<file path="config.mk">
export PLATFORM = sky130hd
export DESIGN_NAME = fifo_write_arbiter
export DESIGN_NICKNAME = d
export VERILOG_FILES = /design/src/rtl/fifo_write_arbiter_pkg.sv /design/src/rtl/fifo_write_arbiter_rr_pick.sv /design/src/rtl/fifo_write_arbiter.sv
export SDC_FILE = /design/constraint.sdc
export NUM_CORES = 1
export LEC_CHECK = 0
export CAP_MARGIN = 0
export CORE_AREA = 5 5 59 61
export CTS_BUF_LIST = sky130_fd_sc_hd__clkbuf_4 sky130_fd_sc_hd__clkbuf_8 sky130_fd_sc_hd__clkbuf_16
export CTS_CLUSTER_SIZE = 10
export DETAILED_ROUTE_END_ITERATION = 12
export DIE_AREA = 0 0 64 66
export PLACE_DENSITY = 0.66
export SETUP_SLACK_MARGIN = 0.5
export SLEW_MARGIN = 25
export SYNTH_ARGS = -nofsm -noshare
export SYNTH_HDL_FRONTEND = slang
export SYNTH_SLANG_ARGS = --single-unit
</file>
<file path="constraint.sdc">
create_clock -name i_clock -period 3.1 [get_ports i_clock]
set_input_delay 0.62 -clock i_clock [delete_from_list [all_inputs] [get_ports i_clock]]
set_output_delay 0.62 -clock i_clock [all_outputs]
set_load 0.02 [all_outputs]
</file>
<file path="src/rtl/fifo_write_arbiter_pkg.sv">
// rtl/fifo_write_arbiter_pkg.sv - shared encodings and limits for the FIFO write arbiter
package fifo_write_arbiter_pkg;

  typedef enum logic {
    ST_IDLE = 1'b0,
    ST_LOCK = 1'b1
  } arb_state_t;

  localparam int IDLECNT_W   = 8;
  localparam int NREQ_MIN    = 2;
  localparam int NREQ_MAX    = 4;
  localparam int TIMEOUT_MIN = 1;
  localparam int TIMEOUT_MAX = 255;

  function automatic int clamp_int(input int v, input int lo, input int hi);
    return (v < lo) ? lo : ((v > hi) ? hi : v);
  endfunction

  function automatic int oh_index(input logic [NREQ_MAX-1:0] oh);
    int idx;
    idx = 0;
    for (int i = NREQ_MAX - 1; i >= 0; i--) begin
      if (oh[i]) idx = i;
    end
    return idx;
  endfunction

endpackage

</file>
<file path="src/rtl/fifo_write_arbiter_rr_pick.sv">
// rtl/fifo_write_arbiter_rr_pick.sv - combinational round-robin picker starting after the last winner
module rr_pick
  import fifo_write_arbiter_pkg::*;
#(
  parameter int NREQ = 2,
  parameter int IDXW = 1
) (
  input  logic [NREQ-1:0] req,
  input  logic [IDXW-1:0] last,
  output logic [NREQ-1:0] pick,
  output logic            found
);

  always_comb begin
    logic [IDXW-1:0] idx;
    pick  = '0;
    found = 1'b0;
    idx   = '0;
    for (int i = 1; i <= NREQ; i++) begin
      idx = IDXW'((int'(last) + i) % NREQ);
      if (!found && req[idx]) begin
        pick[idx] = 1'b1;
        found     = 1'b1;
      end
    end
  end

endmodule

</file>
<file path="src/rtl/fifo_write_arbiter.sv">
// rtl/fifo_write_arbiter.sv - packet-locking round-robin arbiter for one FIFO write port
module fifo_write_arbiter
  import fifo_write_arbiter_pkg::*;
#(
  parameter int c_NREQ          = 2,
  parameter int c_DATAWIDTH     = 8,
  parameter int c_TIMEOUT       = 255,
  parameter int c_GATE_NEARFULL = 1
) (
  input  logic                          i_clock,
  input  logic                          i_reset_n,
  input  logic [c_NREQ-1:0]             i_req_valid,
  input  logic [c_NREQ-1:0]             i_req_last,
  input  logic [c_NREQ*c_DATAWIDTH-1:0] i_req_data,
  output logic [c_NREQ-1:0]             o_req_ready,
  output logic                          o_fifo_writeen,
  output logic [c_DATAWIDTH-1:0]        o_fifo_data,
  input  logic                          i_fifo_full,
  input  logic                          i_fifo_nearfull,
  output logic [c_NREQ-1:0]             o_grant,
  output logic                          o_busy,
  output logic                          o_abort
);

  localparam int IDXW = $clog2(clamp_int(c_NREQ, NREQ_MIN, NREQ_MAX));
  localparam int TIMEOUT = clamp_int(c_TIMEOUT, TIMEOUT_MIN, TIMEOUT_MAX);
  localparam logic [IDLECNT_W-1:0] IDLE_LIMIT = IDLECNT_W'(TIMEOUT - 1);

  arb_state_t           r_state;
  logic [IDXW-1:0]      r_grant;
  logic [IDXW-1:0]      r_lastgrant;
  logic [IDLECNT_W-1:0] r_idlecnt;

  logic [c_NREQ-1:0] pick_oh;
  logic              pick_found;
  logic              pick_allow;
  logic [IDXW-1:0]   pick_idx;
  logic              g_valid;
  logic              g_last;
  logic              xfer;

  rr_pick #(
    .NREQ (c_NREQ),
    .IDXW (IDXW)
  ) u_rr_pick (
    .req   (i_req_valid),
    .last  (r_lastgrant),
    .pick  (pick_oh),
    .found (pick_found)
  );

  assign pick_idx   = IDXW'(oh_index(NREQ_MAX'(pick_oh)));
  assign pick_allow = pick_found && ((c_GATE_NEARFULL == 0) || !i_fifo_nearfull);

  // Owner's byte is passed straight through; ready only ever goes to the owner.
  always_comb begin
    o_fifo_data = '0;
    g_valid     = 1'b0;
    g_last      = 1'b0;
    o_req_ready = '0;
    for (int k = 0; k < c_NREQ; k++) begin
      if (r_grant == IDXW'(k)) begin
        o_fifo_data    = i_req_data[k*c_DATAWIDTH +: c_DATAWIDTH];
        g_valid        = i_req_valid[k];
        g_last         = i_req_last[k];
        o_req_ready[k] = (r_state == ST_LOCK) && !i_fifo_full;
      end
    end
  end

  assign xfer           = (r_state == ST_LOCK) && g_valid && !i_fifo_full;
  assign o_fifo_writeen = xfer;

  always_ff @(posedge i_clock or negedge i_reset_n) begin
    if (!i_reset_n) begin
      r_state     <= ST_IDLE;
      r_grant     <= '0;
      r_lastgrant <= IDXW'(c_NREQ - 1);
      r_idlecnt   <= '0;
      o_grant     <= '0;
      o_busy      <= 1'b0;
      o_abort     <= 1'b0;
    end else begin
      o_abort <= 1'b0;
      if (r_state == ST_IDLE) begin
        if (pick_allow) begin
          r_state <= ST_LOCK;
          r_grant <= pick_idx;
          o_grant <= pick_oh;
          o_busy  <= 1'b1;
        end
      end else if (xfer) begin
        r_idlecnt <= '0;
        if (g_last) begin
          r_state     <= ST_IDLE;
          r_lastgrant <= r_grant;
          o_grant     <= '0;
          o_busy      <= 1'b0;
        end
      end else if (!g_valid) begin
        // Only a silent owner ages; a full FIFO with valid held leaves the count alone.
        if (r_idlecnt == IDLE_LIMIT) begin
          r_state     <= ST_IDLE;
          r_lastgrant <= r_grant;
          r_idlecnt   <= '0;
          o_grant     <= '0;
          o_busy      <= 1'b0;
          o_abort     <= 1'b1;
        end else if (r_idlecnt != '1) begin
          r_idlecnt <= r_idlecnt + 1'b1;
        end
      end
    end
  end

endmodule

</file>
==> flow_summary_export.csv <==
group,metric,value,unit
logic_synthesis,ys_ff_latch,15,
logic_synthesis,synth_top_area_share,35.7,%
power_and_ir_drop,p_per_area,702,mW/mm^2
power_and_ir_drop,power.total,0.977,mW
drt,post-route-drc-count,0,
job,cap_violations,0,
timing,finClkSkew,9.78,ps
worst_setup_path,crit_required,2480,ps
logic_synthesis,synthDistinctLibCells,39,
logic_synthesis,ys_seq_area_share,38.3,%
clocking,clkLatencyLatePin,280,ps
finish,nFillCells,268,
die,core_area,0.00293,sq mm
worst_setup_path,cp-endpoint,"o_fifo_writeen",
timing,worst_hold_slack,496,ps
logic_synthesis,yosysWarnings,0,
clocking,cts_setup_buffers,0,
place,dp_hpwl,2100,um
die,die_h,66,um
timing,finalMaxSlewViolations,0,
timing,relSlewSlack,55.2,%
die,die_w,64,um
logic_synthesis,synth-async-reset-ratio,100,%
hold_path,hold_path_class,"reg2reg",
global_route,grt-ovfl-total,0,
global_route,grt_pass1_vias,994,
finish,multiInputGateArea,546,sq um
global_route,antenna_found_initial,0,
drt,first_pass_iters,4,
clocking,clock_sinks,15,
logic_synthesis,syn_inst,101,
global_route,grt_usage,13.0,%
worst_setup_path,start_kind,"primary input",
worst_setup_path,reg2regPathDepth,4,
worst_setup_path,crit_type,"in2out",
die,num_io_pins,39,
die,rows,20,
timing,setup-tns-final,0,ps
worst_setup_path,r2r_setup_slack,1200,ps
logic_synthesis,synth.avg_cell_area,9.72,sq um
drt,routed-via-count,934,
worst_setup_path,r2r-start,"r_grant$_DFFE_PN0P_",
timing,period_needed,2550,ps
clocking,clk_pin_slew,100,ps
power_and_ir_drop,vdd_drop_max,0.396,mV
finish,diodes,0,
logic_synthesis,synth_fp_nets,127,
drt,drt_iter0_markers,66,
drt,vias_per_cell,5.46,
logic_synthesis,synth_most_common_cell,"dfrtp_1",
logic_synthesis,synth_top_area_cell,"dfrtp_1",
logic_synthesis,synth.cell_area,982,sq um
logic_synthesis,synth_area_leaders,"dfrtp_1 36%, mux2_2 9.2%, a21oi_1 6.1%",
finish,num-nets-final,165,
logic_synthesis,yosys-top-cells-count,"14 x dfrtp_1, 12 x a21oi_1, 8 x mux2_2",
drt,antenna_left,0,
global_route,grt_first_pass_wirelength,4450,um
finish,layout-drive-gt1-share,15.9,%
place,gp_congestion,0.896,
worst_setup_path,startpoint,"i_req_valid[0]",
timing,grt_setup_unrepaired,"no",
outcome,outcome,"finished, final reports clean",
logic_synthesis,synthFlopType,"dfrtp_1",
global_route,grt_max_degree,16,
die,dieArea,0.00422,sq mm
power_and_ir_drop,p_leak,0.563,nW
timing,max_freq,0.392,GHz
clocking,cts_buffer_depth,2,
worst_setup_path,cp-end-kind,"primary output",
worst_setup_path,cp.arrival,1930,ps
logic_synthesis,synth_edf_count,0,
clocking,root_buffer,"clkbuf_4",
place,io_buffers,38,
timing,fin_crit_sh,82.3,%
finish,area_growth,41.7,%
clocking,cts-buffers-inserted,3,
timing,finalSetupViolations,0,
worst_setup_path,r2r-end,"r_idlecnt[5]$_DFFE_PN0P_",
worst_setup_path,path_max_fanout,6,
drt,drt-wirelength-per-cell,15.3,um
timing,hold_viol_final,0,
timing,worst_pin_slew,670,ps
drt,wirelength,2620,um
clocking,cts_hold_buf,0,
clocking,tritoncts,"done",
die,initial_core_util,33.5,%
clocking,cts_htree_levels,1,
finish,regArea,378,sq um
## placed cells by master, fill, tap and decap left out, types with 2 or more instances in the layout
cell type and count:
and3_1 2, o21a_1 2, nor3_1 4, and2_1 2, a41oi_1 2, or3_2 2
mux2_2 8, clkbuf_4 4, ha_1 2, nand2b_1 2, dlygate4sd2_1 2, o2bb2ai_1 2
clkdlybuf4s50_1 36, o21ai_0 3, nand2_1 3, or4_1 3, a21oi_1 12, o21bai_1 2
o31ai_1 3, nand3_1 2, nor2_1 4, dfrtp_1 13, inv_1 5
## where the power goes
| group | leakage, nW | total (mW) | internal, mW | switching (mW) |
|---|---|---|---|---|
| Clock | 0.0184 | 0.120 | 0.0586 | 0.0617 |
| Combinational | 0.352 | 0.504 | 0.259 | 0.245 |
| Sequential | 0.192 | 0.352 | 0.259 | 0.0932 |
## through the flow
| stage | setup slack (ps) | utilization (%) | cell area [sq um] | instances |
|---|---|---|---|---|
| after floorplan | 1200 | - | 982 | 101 |
| after global placement | 344 | 46.5 | 1360 | 167 |
| after detailed placement | 294 | 46.5 | 1360 | 167 |
| after CTS | 529 | 47.5 | 1390 | 171 |
| after global routing | 504 | 47.5 | 1390 | 171 |
| final | 548 | 47.5 | 1390 | 171 |
## layout make-up
cell class	instances	area share [%]
clock buffer	4	2.16
inverter	5	1.35
multi-input combinational	76	39.2
sequential	15	27.2
tap	33	2.97
timing repair buffer	38	27.2
## worst max-delay path: stages
cell             delay [ps]
clkdlybuf4s50_1         580
mux2i_2                 160
nor3_1                  200
dlygate4sd2_1           370
## repair_timing
action	in CTS	in global routing
endpoints found under the setup margin	2	10
pin swaps	0	0
resized for setup	2	1
## state kept, by name (all words and copies together), names as in the netlist
| register | cells |
|---|---|
| r_idlecnt | 8 |
| o_grant | 2 |
| o_abort | 1 |
| o_busy | 1 |
| r_grant | 1 |
| r_lastgrant | 1 |
| r_state | 1 |
## worst min path at each step
stage,start,to,depth (start not counted)
final,r_idlecnt[4]$_DFFE_PN0P_,r_idlecnt[4]$_DFFE_PN0P_,1
after global routing,r_idlecnt[4]$_DFFE_PN0P_,r_idlecnt[4]$_DFFE_PN0P_,1
after CTS,r_idlecnt[4]$_DFFE_PN0P_,r_idlecnt[4]$_DFFE_PN0P_,1
after detailed placement,r_idlecnt[4]$_DFFE_PN0P_,r_idlecnt[4]$_DFFE_PN0P_,1
after global placement,r_idlecnt[4]$_DFFE_PN0P_,r_idlecnt[4]$_DFFE_PN0P_,1
after floorplan,i_reset_n,o_abort$_DFF_PN0_,0
## kinds of logic (layout without fill, tap and decap cells)
| kind of cell | count (synthesis) | count (layout) | share of synthesized area, % |
|---|---|---|---|
| fa+ha+maj | 2 | 2 | 2.55 |
| buf+inv | 10 | 47 | 6.11 |
| simple gates | 32 | 32 | 20.3 |
| compound gates | 33 | 33 | 22.2 |
| flops | 15 | 15 | 38.3 |
| mux | 9 | 9 | 10.6 |
## routing by layer
metal	track usage, %	vias to the layer above	share of wire [%]
met3	7.82	0	12
met4	1.56	0	0
met5	0	-	0
li1	-	458	-
met2	22.4	43	46
met1	14.1	433	41
Note: power is estimated with default switching activity, not from simulation.
